<file path="src/rtl/horizontal_rocket_pool.sv">
// Multi-slot horizontal enemy-rocket pool: allocates launch requests to the
// lowest free slot, debounces border exits, and rate-limits with a frame cooldown.
module horizontal_rocket_pool #(
  parameter int NUM_ROCKETS     = 4,
  parameter int NUM_SPAWN       = 4,
  parameter int FIRE_SPEED      = 128,
  parameter int RIGHT_X         = 624,
  parameter int Y_BASE          = 450,
  parameter int LANE_STEP       = 32,
  parameter int COOLDOWN_FRAMES = 30,
  localparam int LOC_W = $clog2(NUM_SPAWN),
  localparam int CNT_W = $clog2(NUM_ROCKETS + 1)
) (
  input  logic                         clk,
  input  logic                         resetN,
  input  logic                         startOfFrame,
  input  logic                         isGameMode,
  input  logic                         shootPulse,
  input  logic [LOC_W-1:0]             randLoc,
  input  logic [NUM_ROCKETS-1:0]       reachedBorder,
  input  logic [NUM_ROCKETS-1:0]       rocketsCollision,
  input  logic [NUM_ROCKETS-1:0]       playerHitByRocket,
  output logic [NUM_ROCKETS-1:0]       isActiveHorizontal,
  output logic [NUM_ROCKETS-1:0][10:0] initialX,
  output logic [NUM_ROCKETS-1:0][10:0] initialY,
  output logic [NUM_ROCKETS-1:0][10:0] initialSpeed,
  output logic [NUM_ROCKETS-1:0]       launchPulse,
  output logic                         shotRejected,
  output logic [CNT_W-1:0]             activeCount
);

  localparam int CD_W = (COOLDOWN_FRAMES > 0) ? $clog2(COOLDOWN_FRAMES + 1) : 1;
  localparam int HALF = NUM_SPAWN / 2;
  localparam logic [CD_W-1:0] CD_LOAD = CD_W'(COOLDOWN_FRAMES);

  logic [NUM_ROCKETS-1:0]       active_q, active_d;
  logic [NUM_ROCKETS-1:0]       armed_q, armed_d;
  logic [NUM_ROCKETS-1:0]       border_dly_q;
  logic [NUM_ROCKETS-1:0]       kill;
  logic [NUM_ROCKETS-1:0]       free_sel, launch_vec;
  logic [NUM_ROCKETS-1:0]       launch_q;
  logic [NUM_ROCKETS-1:0][10:0] x_q, y_q, sp_q;
  logic [CD_W-1:0]              cool_q, cool_d;
  logic [CNT_W-1:0]             cnt_q, cnt_d;
  logic                         rej_q, rej_d;
  logic                         found, loc_valid, launch_ok;
  logic [10:0]                  spawn_x, spawn_y, spawn_sp;
  int                           loc_i, lane_i;

  // Spawn geometry: left half of the locations launch rightwards from X=0.
  always_comb begin
    loc_i     = int'(randLoc);
    lane_i    = loc_i % HALF;
    loc_valid = (loc_i < NUM_SPAWN);
    spawn_y   = 11'(Y_BASE - lane_i * LANE_STEP);
    if (loc_i < HALF) begin
      spawn_x  = 11'(0);
      spawn_sp = 11'(FIRE_SPEED);
    end else begin
      spawn_x  = 11'(RIGHT_X);
      spawn_sp = 11'(-FIRE_SPEED);
    end
  end

  always_comb begin
    free_sel = '0;
    found    = 1'b0;
    for (int i = 0; i < NUM_ROCKETS; i++) begin
      if (!active_q[i] && !found) begin
        free_sel[i] = 1'b1;
        found       = 1'b1;
      end
    end
    launch_ok  = isGameMode && shootPulse && (cool_q == '0) && loc_valid && found;
    launch_vec = launch_ok ? free_sel : '0;
    rej_d      = isGameMode && shootPulse && !launch_ok;
  end

  // Border exits only count once armed, and need two consecutive border cycles.
  always_comb begin
    active_d = '0;
    armed_d  = '0;
    kill     = '0;
    cnt_d    = '0;
    for (int i = 0; i < NUM_ROCKETS; i++) begin
      kill[i] = active_q[i] && (rocketsCollision[i] || playerHitByRocket[i] ||
                (armed_q[i] && reachedBorder[i] && border_dly_q[i]));
      active_d[i] = isGameMode && (launch_vec[i] || (active_q[i] && !kill[i]));
      armed_d[i]  = isGameMode && !launch_vec[i] && active_q[i] && !kill[i] &&
                    (armed_q[i] || startOfFrame);
      cnt_d = cnt_d + CNT_W'(active_d[i]);
    end
  end

  always_comb begin
    cool_d = cool_q;
    if (!isGameMode) cool_d = '0;
    else if (launch_ok) cool_d = CD_LOAD;
    else if (startOfFrame && (cool_q != '0)) cool_d = cool_q - CD_W'(1);
  end

  always_ff @(posedge clk or negedge resetN) begin
    if (!resetN) begin
      active_q     <= '0;
      armed_q      <= '0;
      border_dly_q <= '0;
      launch_q     <= '0;
      cool_q       <= '0;
      cnt_q        <= '0;
      rej_q        <= 1'b0;
      x_q          <= '0;
      y_q          <= '0;
      sp_q         <= '0;
    end else begin
      active_q     <= active_d;
      armed_q      <= armed_d;
      border_dly_q <= reachedBorder;
      launch_q     <= launch_vec;
      cool_q       <= cool_d;
      cnt_q        <= cnt_d;
      rej_q        <= rej_d;
      for (int i = 0; i < NUM_ROCKETS; i++) begin
        if (launch_vec[i]) begin
          x_q[i]  <= spawn_x;
          y_q[i]  <= spawn_y;
          sp_q[i] <= spawn_sp;
        end
      end
    end
  end

  assign isActiveHorizontal = active_q;
  assign initialX           = x_q;
  assign initialY           = y_q;
  assign initialSpeed       = sp_q;
  assign launchPulse        = launch_q;
  assign shotRejected       = rej_q;
  assign activeCount        = cnt_q;

endmodule
</file>
<file path="config.mk">
export PLATFORM = sky130hd
export DESIGN_NAME = horizontal_rocket_pool
export DESIGN_NICKNAME = d
export VERILOG_FILES = /design/src/rtl/horizontal_rocket_pool.sv
export SDC_FILE = /design/constraint.sdc
export NUM_CORES = 1
export LEC_CHECK = 0
export ABC_CLOCK_PERIOD_IN_PS = 7600
export CAP_MARGIN = 20
export CORE_AREA = 2 2 83 85
export CTS_CLUSTER_DIAMETER = 120
export CTS_CLUSTER_SIZE = 14
export DETAILED_ROUTE_END_ITERATION = 10
export DIE_AREA = 0 0 85 87
export PLACE_DENSITY = 0.9
export SYNTH_ARGS = -nofsm -noshare
export SYNTH_HDL_FRONTEND = slang
export SYNTH_SLANG_ARGS = --single-unit
</file>
<file path="constraint.sdc">
create_clock -name clk -period 7.6 [get_ports clk]
set_clock_uncertainty 0.1 [all_clocks]
set_input_delay 1.14 -clock clk [delete_from_list [all_inputs] [get_ports clk]]
set_output_delay 1.14 -clock clk [all_outputs]
set_load 0.02 [all_outputs]
</file>
== Word level (Yosys, flattened, before mapping) ==
Cells that the tools add are included.

* Word-level logic and storage cells: 115
* Register bits: 157
* Output and inout port bits: 144
* Input bits: 19

* Magnitude comparators: 1
* Reductions and logical operators: 76
* Add/subtract/negate cells: 5
* Eq/ne operators: 1
* Mux-type cells: 13

{| class="wikitable"
|+ Operator list
! cell !! number
|-
| $logic_and 1x1->1 || 44
|-
| $logic_or 1x1->1 || 16
|-
| $mux 5 || 3
|-
| $logic_not 1->1 || 14
|-
| $mux 11 || 1
|-
| $mux 10 || 1
|-
| $sub 9x6->10 const A || 1
|-
| $mux 1 || 7
|-
| $logic_not 5->1 || 1
|-
| $reduce_bool 5->1 || 1
|-
| $sub 5x1->5 const B || 1
|-
| $mux 4 || 1
|-
| $add 2x1->3 || 1
|-
| $add 3x1->3 || 1
|-
| $ne 3x1->1 const B || 1
|-
| $add 1x1->2 || 1
|-
| $lt 2x2->1 const B || 1
|}

== Logic depth before layout (Yosys ltp) ==
Gate-level depths: netlist of run 1.

* Depth in word-level cells: 16
* Depth in mapped cells: 9
* Gate-level depth less buffers: 8

== Least setup slack after synthesis of run 1 ==
No wires, ideal clock.

* Path type: input port to flip-flop
* Start: input port isGameMode
* End: register cnt_q[1] (netlist: activeCount[1])
* Path slack: 4,421 ps
* Path buffers: 1
* Library setup time: 126 ps
* Arrival time: 2,953 ps
* Stages on the path: 7
* Cell sequence: clkbuf_8 > nand3_1 > nor4_4 > nand2b_1 > fa_1 > ha_1 > ha_1

* Elaborated cells on any way between the ends: 15

{| class="wikitable"
|+ RTL lines
! item !! RTL line !! RTL
|-
| start, declared || 17 || <nowiki>input logic isGameMode,</nowiki>
|-
| $logic_and 1x1->1 (3 in series) || 74 || <nowiki>launch_ok = isGameMode && shootPulse && (cool_q == '0) && loc_valid && found;</nowiki>
|-
| $mux 4 || 75 || <nowiki>launch_vec = launch_ok ? free_sel : '0;</nowiki>
|-
| net launch_vec[3] || 40 || <nowiki>logic [NUM_ROCKETS-1:0] free_sel, launch_vec;</nowiki>
|-
| $logic_or 1x1->1 || 88 || <nowiki>active_d[i] = isGameMode && (launch_vec[i] || (active_q[i] && !kill[i]));</nowiki>
|-
| $logic_and 1x1->1 || 88 ||
|-
| net active_d[3] || 36 || <nowiki>logic [NUM_ROCKETS-1:0] active_q, active_d;</nowiki>
|-
| $add 3x1->3 || 91 || <nowiki>cnt_d = cnt_d + CNT_W'(active_d[i]);</nowiki>
|-
| net cnt_d[1] || 44 || <nowiki>logic [CNT_W-1:0] cnt_q, cnt_d;</nowiki>
|-
| end signal, assigned || 120 || <nowiki>cnt_q <= cnt_d;</nowiki>
|-
| end, declared || 44 ||
|}

The timed path passes the listed nets, and every way through them passes these cells.
A chain may end at the register's enable or synchronous reset.

== Final worst setup path of run 1 ==
Same ends and word-level chain as after synthesis.

==> results of run 1 <==
==> report_power, final <==
group	switching (uW)	internal (uW)	total (uW)
clock network	68.1	95.4	163
logic	232	174	406
registers	42.2	258	300
total	343	527	870
==> metal layers <==
metal / part of all wire, % / global-route usage [%] / up-vias
met5: 0 / 0 / -
li1: - / - / 707
met4: 1.0 / 3.46 / 0
met3: 8.3 / 2.84 / 6
met2: 54 / 21.9 / 91
met1: 37 / 13.9 / 762
==> how the worst max path moves through the flow <==
stage               cells after the start             end        from  slack (ns)
floorplan                               7  activeCount[1]  isGameMode        4.42
global placement                        7  activeCount[1]  isGameMode        3.71
detailed placement                      7  activeCount[1]  isGameMode        3.64
CTS                                     7  activeCount[1]  isGameMode        3.93
global route                            7  activeCount[1]  isGameMode        3.80
finish                                  7  activeCount[1]  isGameMode        3.94
==> cells by family (layout without fill, tap and decap cells) <==
family	count (synthesis)	in the layout	share of synthesized area [%]
AO/OA/AOI/OAI	10	10	2.79
adder cells (fa/ha/maj)	5	5	2.74
buffers and inverters	130	100	36.8
flip-flops	41	41	40.1
multiplexers	12	12	5.38
other	1	80	0.147
AND/OR/NAND/NOR	48	48	12.0
==> sequential cells by signal, summed over array words and instances (netlist names) <==
| name | flops |
|---|---|
| border_dly_q | 4 |
| shotRejected | 1 |
| armed_q | 4 |
| initialY | 12 |
| isActiveHorizontal | 4 |
| initialSpeed | 4 |
| cool_q | 5 |
| activeCount | 3 |
| launchPulse | 4 |
==> stage by stage <==
stage          instance area (um2)  hold WS [ns]  util, %
6_report                      2970         0.412     45.3
3_5_place_dp                  2870         0.391     43.7
4_1_cts                       2970         0.409     45.3
5_1_grt                       2970         0.442     45.3
2_1_floorplan                 2850         0.361        -
3_3_place_gp                  2870         0.370     43.7
==> cell usage after synthesis, types with 2 or more instances <==
master    count
nor3_4        2
nand2_1       4
mux2_1        2
mux2_2        4
a221oi_1      2
dfrtp_1      41
nand4_1       7
ha_1          4
nor4b_1       2
mux2i_1       4
or2_2         3
nand2b_1      4
a31oi_1       2
nor2_1       15
a21oi_1       2
nand3_1       6
inv_1        11
buf_4       116
mux2_4        2
nor4_4        2
==> cell type report <==
| type | count | area (um2) |
|---|---|---|
| Clock inverter | 2 | 35.0 |
| Multi-Input combinational cell | 155 | 887 |
| Inverter | 11 | 41.3 |
| Sequential cell | 41 | 1030 |
| Fill cell | 584 | 3590 |
| Tap cell | 80 | 100 |
| Timing Repair Buffer | 82 | 816 |
| Clock buffer | 5 | 68.8 |
==> worst max-delay path: cells and delay by family <==
family | cells | cell delay (ns)
buf+inv | 1 | 0.69
fa+ha+maj | 3 | 0.90
simple gates | 3 | 0.99
==> flow_summary.yaml, run 1 <==
logic_synthesis:
  ys_warn_count: 0
  synthFlopType: "dfrtp_1"
  synth.area.top_cells: "dfrtp_1 (40%), buf_4 (34%), nor2_1 (2.2%)"
  ys_seq_area_share_pct: 40.1
  synth_cells: 247
  synth-async-reset-ratio_pct: 100
  syn_avg_cell_area_um2: 10.4
  syn_area_um2: 2560
  synth_edf_count: 0
  ys_ff_latch: 41
  synth_top_area_cell: "dfrtp_1"
  synth_cell_types: 32
  yosys.area.top_type_share_pct: 40.1
die:
  start_util_pct: 38.9
  rows: 30
  die-height_um: 87
  dieArea_um2: 7400
  io_pins: 163
  core_um2: 6570
  fp.dieW_um: 85
cts:
  root_buffer: "clkbuf_8"
  cts_sinks: 41
  cts_tree: "built"
  cts_hold_buf: 0
  cts_setup_buffers: 0
  cts_resized: 0
  cts_max_level: 2
  clock_latency_ns: 0.29
  clkTransAtPathRegs_ns: 0.07
  clock_tree.buffer_depth: 2
  numCtsBuffers: 5
layout:
  syn2layout_area_growth_pct: 16.3
  final_cell_mix: "clkdlybuf4s50_1 (81), conb_1 (80), dfrtp_1 (41)"
  nets: 320
  mostFrequentLayoutCell: "clkdlybuf4s50_1"
  layout.cells.non_filler: 376
  diodes: 0
  layout-drive-gt1-share_pct: 7.43
setup_path:
  worst-endpoint-required_ns: 7.67
  cp_slowest_cell: "clkdlybuf4s50_1"
  critical_path_class: "input pin to register"
  reg2reg_to: "activeCount[1]"
  crit_path_start_kind: "input pin"
  rrSetupSlack_ns: 4.28
  crit_top_cell: "ha_1"
  worstPathMaxFanout: 9
  endpoint_kind: "register"
  reg2reg_from: "cool_q[0]"
  cp_cell_sequence: "clkdlybuf4s50_1 > nand3_1 > nor4_4 > nand2b_1 > fa_1 > ha_1 > ha_1"
  ff2ff_path_depth: 8
  arrival_ns: 3.73
  critPathMaxStageDelay_ns: 0.69
power:
  p_leak_uw: 0.00140
  power_density_nw_per_um2: 292
  ir_worst_vdd_mv: 0.110
  p_total_uw: 870
placed_design:
  globalplace.congestion: 0.760
  dp_cells: 369
  hpwlAfterDp_um: 3730
  pre_cts_ws_ns: 3.64
  io_buffers: 82
worst_hold_path:
  hold_start: "armed_q[2]"
  holdCritPathClass: "register to register"
  min_path_cells: 2
  min_to: "armed_q[2]"
grt:
  grt_pass1_wl_um: 6940
  antenna_found_initial: 0
  grt_max_degree: 42
  grt_pass1_vias: 1392
  grt_usage_pct: 12.0
  overflow: 0
route:
  drt_iter0_drc: 101
  ant_nets: 0
  viasPerCell: 4.16
  route.detailed.drc: 0
  dr.pass1.iters: 4
  wl_per_cell_um: 12.3
  vias: 1566
  wl_um: 4610
run_status:
  outcome: "complete, no violations"
flow_run:
  cap_violations: 0
timing:
  fin_crit_sh_pct: 48.2
  fin_crit_ns: 3.66
  slew-limit-headroom_pct: 43.4
  max_clock_freq_ghz: 0.273
  finalHoldViolCount: 0
  worst_pin_slew_ns: 0.848
  rsz0062_at_grt: "no"
  fin_setup_tns_ns: 0
  setup_viol: 0
  fin_ws_ns: 3.94
  slew_violations: 0
Note: power is estimated with default switching activity, not from simulation.
==> run 2: changes to the inputs <==
==> config.mk (replaced) <==
export PLATFORM = sky130hd
export DESIGN_NAME = horizontal_rocket_pool
export DESIGN_NICKNAME = d
export VERILOG_FILES = /design/src/rtl/horizontal_rocket_pool.sv
export SDC_FILE = /design/constraint.sdc
export NUM_CORES = 1
export LEC_CHECK = 0
export ABC_CLOCK_PERIOD_IN_PS = 3600
export CAP_MARGIN = 20
export CORE_AREA = 2 2 87 89
export CTS_CLUSTER_DIAMETER = 120
export CTS_CLUSTER_SIZE = 14
export DETAILED_ROUTE_END_ITERATION = 10
export DIE_AREA = 0 0 89 91
export PLACE_DENSITY = 0.83
export SYNTH_ARGS = -nofsm -noshare
export SYNTH_HDL_FRONTEND = slang
export SYNTH_SLANG_ARGS = --single-unit
==> constraint.sdc (replaced) <==
create_clock -name clk -period 3.6 [get_ports clk]
set_clock_uncertainty 0.1 [all_clocks]
set_input_delay 0.54 -clock clk [delete_from_list [all_inputs] [get_ports clk]]
set_output_delay 0.54 -clock clk [all_outputs]
set_load 0.02 [all_outputs]
==> run 2 against run 1 <==
Register-to-register slack worse by 3.8 ns; critical endpoint unchanged; setup slack got worse by 3.4 ns; critical path depth up 1; largest power group unchanged.
==> flow_summary.yaml, run 2 (synthesis results as in run 1) <==
route:
  route.detailed.drc: 0
  ant_nets: 0
  wl_um: 4700
  drt_iter0_drc: 53
  viasPerCell: 3.92
  dr.pass1.iters: 4
  vias: 1570
  wl_per_cell_um: 11.7
worst_hold_path:
  holdCritPathClass: "input pin to async pin"
setup_path:
  arrival_ns: 3.14
  crit_path_start_kind: "register"
  cp_cell_sequence: "inv_1 > ha_1 > or4b_1 > nor4_4 > nand2b_1 > fa_1 > ha_1 > ha_1"
  critical_path_class: "register to register"
  endpoint_kind: "register"
  cp_slowest_cell: "or4b_1"
  reg2reg_from: "cool_q[0]"
  critPathMaxStageDelay_ns: 0.71
  cp_num_buf_inv: 1
  cp-startpoint: "cool_q[0]"
  crit_family: "simple AND/OR/NAND/NOR gates"
  crit_top_cell: "ha_1"
  worst-endpoint-required_ns: 3.67
  worstPathMaxFanout: 8
die:
  start_util_pct: 35.8
  fp.dieW_um: 89
  io_pins: 163
  rows: 31
  dieArea_um2: 8100
  die-height_um: 91
  core_um2: 7140
timing:
  slew_violations: 0
  fin_ws_ns: 0.525
  finalHoldViolCount: 0
  fin_crit_ns: 3.08
  fin_setup_tns_ns: 0
  max_clock_freq_ghz: 0.325
  slew-limit-headroom_pct: 38.3
  worst_pin_slew_ns: 0.925
  fin_crit_sh_pct: 85.4
  rsz0062_at_grt: "no"
  whs_ns: 0.271
  setup_viol: 0
cts:
  cts_resized: 0
  clock_latency_ns: 0.29
  cts_setup_buffers: 0
  cts_tree: "built"
  root_buffer: "clkbuf_8"
  cts_sinks: 41
  cts_hold_buf: 0
  clkTransAtPathRegs_ns: 0.08
  cts_max_level: 2
  clock_tree.buffer_depth: 2
  numCtsBuffers: 5
grt:
  grt_max_degree: 42
  grt_pass1_vias: 1361
  overflow: 0
  grt_pass1_wl_um: 7090
  antenna_found_initial: 0
  grt_usage_pct: 11.4
power:
  swShare_pct: 41.0
  ir_worst_vdd_mv: 0.163
  seqPwrFrac_pct: 34.9
  p_leak_uw: 0.00142
  switchingPower_uw: 730
  power_density_nw_per_um2: 590
  clock_power_share_pct: 16.5
  p_int_uw: 1050
  pwr-share-comb_pct: 48.6
layout:
  diodes: 0
  largest_register_ffs: 12
  syn2layout_area_growth_pct: 18.0
  final_util_pct: 42.3
  mostFrequentLayoutCell: "clkdlybuf4s50_1"
  nets: 325
  final.fill_count: 668
  final_cell_mix: "clkdlybuf4s50_1 (81), conb_1 (80), dfrtp_1 (41)"
  layout-drive-gt1-share_pct: 9.27
placed_design:
  pre_cts_ws_ns: 0.548
  io_buffers: 82
  hpwlAfterDp_um: 3650
  globalplace.congestion: 0.782
flow_run:
  cap_violations: 0
run_status:
  outcome: "complete, no violations"
run 2: path summary, 6_finish.rpt:
path,endpoint,slack (ns),depth (start not counted)
max,activeCount[1],0.52,8
min,border_dly_q[0],0.27,1
max reg2reg,activeCount[1],0.52,8
min reg2reg,initialY[27],0.39,1
max in group asynchronous,initialY[6],2.54,1
min in group clk,initialY[27],0.39,1
run 2: area by class of cell:
class | instances | area, um2 | share of cell area, %
sequential | 41 | 1030 | 34.0
timing repair buffer | 87 | 853 | 28.3
tap | 99 | 124 | 4.10
multi-input combinational | 155 | 887 | 29.4
inverter | 11 | 41.3 | 1.37
clock inverter | 3 | 17.5 | 0.580
clock buffer | 5 | 68.8 | 2.28
run 2: through the flow:
| step | instances | area [um2] | total power [uW] |
|---|---|---|---|
| finish | 401 | 3020 | 1780 |
| detailed placement | 393 | 2930 | 1500 |
| CTS | 401 | 3020 | 1800 |
| global placement | 393 | 2930 | 1480 |
| floorplan | 326 | 2850 | 1330 |
| global route | 401 | 3020 | 1890 |
run 2: metal layers:
layer | wire length [um] | GRT usage [%] | up-vias
met4 | 10 | 2.24 | 0
met3 | 492 | 4.82 | 2
met5 | 0 | 0 | -
met2 | 2440 | 18.7 | 96
met1 | 1760 | 13.9 | 757
li1 | - | - | 715
run 2: power groups by stage:
| stage | sequential (uW) | clock [uW] | combinational [uW] |
|---|---|---|---|
| after floorplan | 692 | 0 | 634 |
| after global placement | 627 | 0 | 849 |
| after detailed placement | 632 | 0 | 869 |
| after CTS | 624 | 308 | 870 |
| after global routing | 640 | 332 | 918 |
| final | 622 | 293 | 866 |
run 2: worst register-to-register path, stage by stage, from the launching register on:
cell and delay (ns):
dfrtp_1 0.40, inv_1 0.10, ha_1 0.20, or4b_1 0.71
nor4_4 0.35, nand2b_1 0.19, fa_1 0.43, ha_1 0.20
ha_1 0.29
